===== config.mk =====
export PLATFORM = sky130hd
export DESIGN_NAME = cr_kme_fifo_unpacker
export DESIGN_NICKNAME = d
export VERILOG_FILES = /design/src/rtl/cr_kme_unpack_pkg.sv /design/src/rtl/cr_kme_fifo_unpacker.sv
export SDC_FILE = /design/constraint.sdc
export NUM_CORES = 1
export LEC_CHECK = 0
export ABC_AREA = 1
export BUFFER_PORTS_ARGS = -buffer_cell sky130_fd_sc_hd__buf_4
export CORE_ASPECT_RATIO = 1.4
export CORE_MARGIN = 1.5
export CORE_UTILIZATION = 40
export CTS_BUF_LIST = sky130_fd_sc_hd__clkbuf_8
export DETAILED_ROUTE_END_ITERATION = 8
export PLACE_DENSITY = 0.66
export SLEW_MARGIN = 20
export SYNTH_ARGS = -nofsm -noshare
export SYNTH_HDL_FRONTEND = slang
export SYNTH_SLANG_ARGS = --single-unit

===== constraint.sdc =====
create_clock -name clk -period 5.4 [get_ports clk]
set_input_delay 0.54 -clock clk [delete_from_list [all_inputs] [get_ports clk]]
set_output_delay 0.54 -clock clk [all_outputs]
set_load 0.03 [all_outputs]

===== src/rtl/cr_kme_unpack_pkg.sv =====
// Shared types and helpers for the KME FIFO unpacker: FSM state encoding,
// default geometry and the effective beat-count rule.
package cr_kme_unpack_pkg;

    localparam int unsigned IN_WIDTH_DEF  = 256;
    localparam int unsigned OUT_WIDTH_DEF = 64;
    localparam int unsigned BEATS         = IN_WIDTH_DEF / OUT_WIDTH_DEF;
    localparam int unsigned CW            = $clog2(BEATS + 1);

    typedef enum logic {
        IDLE  = 1'b0,
        SHIFT = 1'b1
    } state_e;

    // A count of 0 means a full entry; anything above the entry size is clamped.
    function automatic int unsigned eff_beats(input int unsigned raw,
                                              input int unsigned max_beats);
        int unsigned r;
        if (raw == 0 || raw > max_beats) r = max_beats;
        else                             r = raw;
        return r;
    endfunction

endpackage


===== src/rtl/cr_kme_fifo_unpacker.sv =====
// Pops wide entries from a stall/ack FIFO and serialises them LSB-first into
// narrow valid/stall beats, with zero-bubble refill on the final beat.
module cr_kme_fifo_unpacker
    import cr_kme_unpack_pkg::*;
#(
    parameter  int unsigned IN_WIDTH  = IN_WIDTH_DEF,
    parameter  int unsigned OUT_WIDTH = OUT_WIDTH_DEF,
    localparam int unsigned BEATS_P   = IN_WIDTH / OUT_WIDTH,
    localparam int unsigned CW_P      = $clog2(BEATS_P + 1)
) (
    input  logic                 clk,
    input  logic                 rst,
    input  logic [IN_WIDTH-1:0]  fifo_out,
    input  logic                 fifo_out_valid,
    output logic                 fifo_out_ack,
    input  logic [CW_P-1:0]      fifo_out_beats,
    input  logic                 fifo_out_last,
    output logic [OUT_WIDTH-1:0] beat_out,
    output logic                 beat_valid,
    input  logic                 beat_stall,
    output logic                 beat_last,
    output logic                 protocol_error,
    output state_e               dbg_state
);

    localparam int unsigned IW = (BEATS_P > 1) ? $clog2(BEATS_P) : 1;

    state_e                             state_q, state_d;
    logic [BEATS_P-1:0][OUT_WIDTH-1:0]  hold_q, hold_d;
    logic [CW_P-1:0]                    idx_q, idx_d;
    logic [CW_P-1:0]                    cnt_q, cnt_d;
    logic                               lastf_q, lastf_d;
    logic                               perr_q, perr_d;

    logic take;
    logic fin;

    // Handshakes: upstream pops when fifo_out_valid & fifo_out_ack in the same
    // cycle; downstream takes a beat when beat_valid & ~beat_stall, and beat
    // data/last stay stable while stalled.
    assign beat_valid   = (state_q == SHIFT);
    assign take         = beat_valid & ~beat_stall;
    assign fin          = (idx_q == (cnt_q - CW_P'(1)));
    assign fifo_out_ack = ~rst & fifo_out_valid & ((state_q == IDLE) | (take & fin));

    assign beat_out       = hold_q[idx_q[IW-1:0]];
    assign beat_last      = beat_valid & lastf_q & fin;
    assign protocol_error = perr_q;
    assign dbg_state      = state_q;

    always_comb begin
        state_d = state_q;
        hold_d  = hold_q;
        idx_d   = idx_q;
        cnt_d   = cnt_q;
        lastf_d = lastf_q;
        perr_d  = 1'b0;
        if (fifo_out_ack) begin
            hold_d  = fifo_out;
            idx_d   = '0;
            lastf_d = fifo_out_last;
            state_d = SHIFT;
            cnt_d   = CW_P'(eff_beats(32'(fifo_out_beats), BEATS_P));
            perr_d  = (32'(fifo_out_beats) > BEATS_P);
        end else if (take) begin
            // A final take without an ack means the FIFO was empty.
            if (fin) state_d = IDLE;
            else     idx_d   = idx_q + CW_P'(1);
        end
    end

    always_ff @(posedge clk) begin
        if (rst) begin
            state_q <= IDLE;
            idx_q   <= '0;
            cnt_q   <= '0;
            lastf_q <= 1'b0;
            perr_q  <= 1'b0;
        end else begin
            state_q <= state_d;
            idx_q   <= idx_d;
            cnt_q   <= cnt_d;
            lastf_q <= lastf_d;
            perr_q  <= perr_d;
        end
    end

    always_ff @(posedge clk) begin
        hold_q <= hold_d;
    end

endmodule


# After elaboration in Yosys (flattened, before gate mapping)
# Cells that the tools add are included.
# W data, S select, Z words.
dict set report totals {
  inputBits 264
  wordCells 40
  register_bits 265
  output_inout_bits 69
}
dict set report classes {
  eq_ne 1
  reduce_logical 8
  bitwise_logic 12
  add_sub_neg 2
  n_mux 6
  magnitude_cmp 2
}
# cell count
set ops {}
lappend ops {{$bmux W64 S2} 1}
lappend ops {{$mux W64} 1}
lappend ops {{$and A1 B1 Y1} 6}
lappend ops {{$not A1 Y1} 5}
lappend ops {{$reduce_and A2 Y1} 2}
lappend ops {{$reduce_bool A2 Y1} 2}
lappend ops {{$reduce_or A2 Y1} 2}
lappend ops {{$add A3 B1 Y3 const B} 1}
lappend ops {{$eq A3 B3 Y1} 1}
lappend ops {{$gt A3 B3 Y1 const B} 1}
lappend ops {{$logic_not A3 Y1} 1}
lappend ops {{$lt A2 B3 Y1 const B} 1}
lappend ops {{$mux W1} 3}
lappend ops {{$mux W3} 1}
lappend ops {{$sub A3 B1 Y3 const B} 1}
lappend ops {{$logic_or A1 B1 Y1} 1}
lappend ops {{$or A1 B1 Y1} 1}

# Logic depth before layout (Yosys ltp)
dict set report logic_depth {
  word_depth 7
  ltp_mapped 12
  ltp_nobuf 12
}

# Worst setup path after synthesis
# No wires, ideal clock.
dict set report synth_path {
  path_kind {reg-to-output}
  start {register cnt_q[0]}
  end {output port fifo_out_ack}
  arrival_ps 4067
  path_buffers 0
  required_time_ps 4860
  path_stages_with_launch 11
  slack_ps 793
  path_cell_list {dfxtp_1 inv_1 ha_1 inv_1 nand2_1 nand2_1 nor2_2 nand2_2 nand2_2 nand3_4 inv_2}
}
dict set report synth_between {
  elab_chain_len 5
}
# element line
set synth_rtl {}
lappend synth_rtl {{start: declaration} cr_kme_fifo_unpacker.sv:31} ;# logic [CW_P-1:0] cnt_q, cnt_d;
lappend synth_rtl {{start signal: assignment} cr_kme_fifo_unpacker.sv:82} ;# cnt_q <= cnt_d;
lappend synth_rtl {{$sub A3 B1 Y3} cr_kme_fifo_unpacker.sv:43} ;# assign fin = (idx_q == (cnt_q - CW_P'(1)));
lappend synth_rtl {{$eq A3 B3 Y1} cr_kme_fifo_unpacker.sv:43}
lappend synth_rtl {{$and A1 B1 Y1} cr_kme_fifo_unpacker.sv:44} ;# assign fifo_out_ack = ~rst & fifo_out_valid & ((state_q == IDLE) | (take & fin));
lappend synth_rtl {{$or A1 B1 Y1} cr_kme_fifo_unpacker.sv:44}
lappend synth_rtl {{$and A1 B1 Y1} cr_kme_fifo_unpacker.sv:44}
lappend synth_rtl {{end: declaration} cr_kme_fifo_unpacker.sv:15} ;# output logic fifo_out_ack,
# No other way between the ends.

# Worst setup path in the final report
dict set report layout_path {
  start {register idx_q[0]}
  end {output port beat_out[60]}
}
dict set report layout_between {
  elab_chain_len 2
}
# element line
set layout_rtl {}
lappend layout_rtl {{start: declaration} cr_kme_fifo_unpacker.sv:30} ;# logic [CW_P-1:0] idx_q, idx_d;
lappend layout_rtl {{start signal: assignment} cr_kme_fifo_unpacker.sv:81} ;# idx_q <= idx_d;
lappend layout_rtl {{$bmux W64 S2} cr_kme_fifo_unpacker.sv:46} ;# assign beat_out = hold_q[idx_q[IW-1:0]];
lappend layout_rtl {{$mux W64 (not written as such)} cr_kme_fifo_unpacker.sv:46}
lappend layout_rtl {{end: declaration} cr_kme_fifo_unpacker.sv:18} ;# output logic [OUT_WIDTH-1:0] beat_out,
# No other way between the ends. The select of a mux whose other input is x is not followed.

==> impl_metrics.tcl <==
set metrics [dict create \
    outcome "finished clean" \
    holdBufCountCts 0 \
    comb_power_share 0.103 \
    pwr-share-seq 0.535 \
    coreArea_sq_mm 0.0246 \
    cp_slowest_cell "inv_4" \
    arrival_ns 2.94 \
    grt.total_usage 0.199 \
    synthesis.area_sq_mm 0.00997 \
    intPower_w 0.00340 \
    clkLatencyLatePin_ns 0.56 \
    io_buffers 332 \
    min_delay_path_depth 1 \
    netlist_instances 704 \
    yosysWarnings 0 \
    cp_max_fo 82 \
    final_net_count 1311 \
    start_util 0.405 \
    dp.cells 1314 \
    drt_iter0_drc 303 \
    grt_pass1_wl_microns 37900 \
    r2r_start "idx_q[0]" \
    grt_start_max_net_pins 115 \
    post-cts-setup-buffer-count 0 \
    viasPerCell 4.97 \
    wl_per_cell_microns 18.9 \
    vias 6920 \
    clk_pin_slew_ns 0.06 \
    drt_wl_total_microns 26200 \
    antenna_found_initial 3 \
    min_period_ns 3.48 \
    areaGrowthSynthToFinish_pct 35.8 \
    slowest_delay_ns 0.69 \
    instances_no_fill 1391 \
    fillers 2083 \
    startpoint "idx_q[0]" \
    skew_ns 0.0263 \
    grt_pass1_vias 6902 \
    crit_path_cell_trace "inv_4, buf_4, o21ai_0, o22ai_1, buf_4" \
    mostFrequentLayoutCell "buf_4" \
    fin_setup_tns_ns 0 \
    drv_slew 0 \
    hold_viol 0 \
    ys_ff_latch 265 \
    pre_cts_slack_ns 2.32 \
    critical_path_class "register to output pin" \
    slew_headroom 0.395 \
    cts-buffers-inserted 42 \
    regArea_sq_mm 0.00787 \
    grt_overflow 0 \
    cts.htree.levels 2 \
    whs_ns 0.157 \
    io_pins 333 \
    ys_seq_area_frac 0.789 \
    dpl.hpwl_microns 17600 \
    die_x_microns 136 \
    reg2reg_depth 7 \
    grt_setup_unrepaired "false" \
    clockPowerShare 0.362 \
    switching_share 0.233 \
    dieArea_sq_mm 0.0259 \
    holdPathEnd "hold_q[202]" \
    startpoint_type "register" \
    power_w 0.00444 \
    ctsResizeCount 0 \
    reg2reg_slack_ns 2.34 \
    drive_gt1_frac 0.377 \
    finalSetupViolCount 0 \
    power_density_mw_per_mm2 328 \
    root_buffer "clkbuf_8" \
    syn_avg_cell_area_sq_um 14.2 \
    cts_sinks 265 \
    cp_common_cell "buf_4" \
    die_h_microns 190 \
    fmax_mhz 288 \
    worst_pin_slew_ns 0.908 \
    worst_r2r_endpoint "hold_q[119]" \
    antenna_left 0 \
    p_sw_w 0.00104 \
    required_ns 4.86 \
    setup_slack_ns 1.92 \
    cts_buffer_depth 3 \
    period_share 0.644 \
    cts_tree "yes" \
    drt_pass1_iterations 4 \
    worstHoldStart "fifo_out[202]" \
    multiInputGateArea_sq_mm 0.00183 \
    placementRows 68 \
    vdd_drop_max_mv 0.197 \
    gp_congestion 0.778 \
    layout_common_cells "buf_4, edfxtp_1, nor2_1, o21ai_0, o22ai_1" \
    drc 0 \
    syn-num-nets 972 \
    max_cap_viol_count 0 \
    cp-end-kind "output pin" \
    hold_path.class "input port to register" \
    power_leakage_nw 5.29 \
    synth_cell_types 22 \
]
routing by layer:
layer | vias up | GRT usage | wire length, microns
li1 | 3298 | - | -
met1 | 3323 | 0.215 | 9360
met2 | 238 | 0.357 | 14200
met3 | 59 | 0.0538 | 1610
met4 | 2 | 0.0929 | 1010
met5 | - | 0 | 18
Yosys cell counts (all sizes together):
cell	count	share of area
a21oi	1	0.00050
buf	16	0.0092
clkbuf	27	0.010
dfxtp	9	0.018
edfxtp	256	0.77
ha	4	0.0050
inv	20	0.0075
nand2	25	0.010
nand3	13	0.0078
nor2	138	0.052
o21ai	129	0.066
o22ai	64	0.040
xnor2	1	0.00088
xor2	1	0.00088
kinds of logic after synthesis:
logic type	share of synthesized area
flip-flops	0.789
XOR/XNOR	0.00176
adder cells (fa/ha/maj)	0.00502
AND/OR/NAND/NOR	0.0704
AO/OA/AOI/OAI	0.107
buffers and inverters	0.0269
layout make-up:
type | instances | area share
Tap cell | 315 | 0.0291
Inverter | 20 | 0.00629
Sequential cell | 265 | 0.582
Multi-Input combinational cell | 376 | 0.135
Timing Repair Buffer | 338 | 0.188
Clock inverter | 28 | 0.0110
Clock buffer | 47 | 0.0478
Antenna cell | 2 | 0.000370
worst max-delay path: cells and delay by family, from the launching register on:
family | cells | cell delay, ns
compound gates | 2 | 0.37
flops | 1 | 0.52
buf+inv | 3 | 1.47
sequential cells by signal (all words and copies together), names as in the netlist:
name / cells
hold_q: 256
cnt_q: 3
idx_q: 3
beat_valid: 1
lastf_q: 1
protocol_error: 1
per-stage QoR:
stage / util / area [sq um]
final: 0.550 / 13500
after detailed placement: 0.518 / 12700
after global placement: 0.518 / 12700
after floorplan: - / 9970
after global routing: 0.550 / 13500
after CTS: 0.550 / 13500
power groups by stage:
stage                     registers (W)  logic, W  clock network [W]
final                           0.00238  0.000457            0.00161
after global routing            0.00238  0.000489            0.00175
after CTS                       0.00238  0.000462            0.00166
after detailed placement        0.00242  0.000461                  0
after global placement          0.00242  0.000454                  0
after floorplan                 0.00242  0.000212                  0
how the worst max path moves through the flow:
stage	to	cells after the start	slack (ns)
after floorplan	fifo_out_ack	10	0.79
after detailed placement	hold_q[79]	7	2.32
after CTS	beat_out[60]	5	1.78
after global routing	beat_out[60]	5	1.63
final	beat_out[60]	5	1.92
after global placement	hold_q[210]	7	2.38
Power figures use the tool's default switching activity.
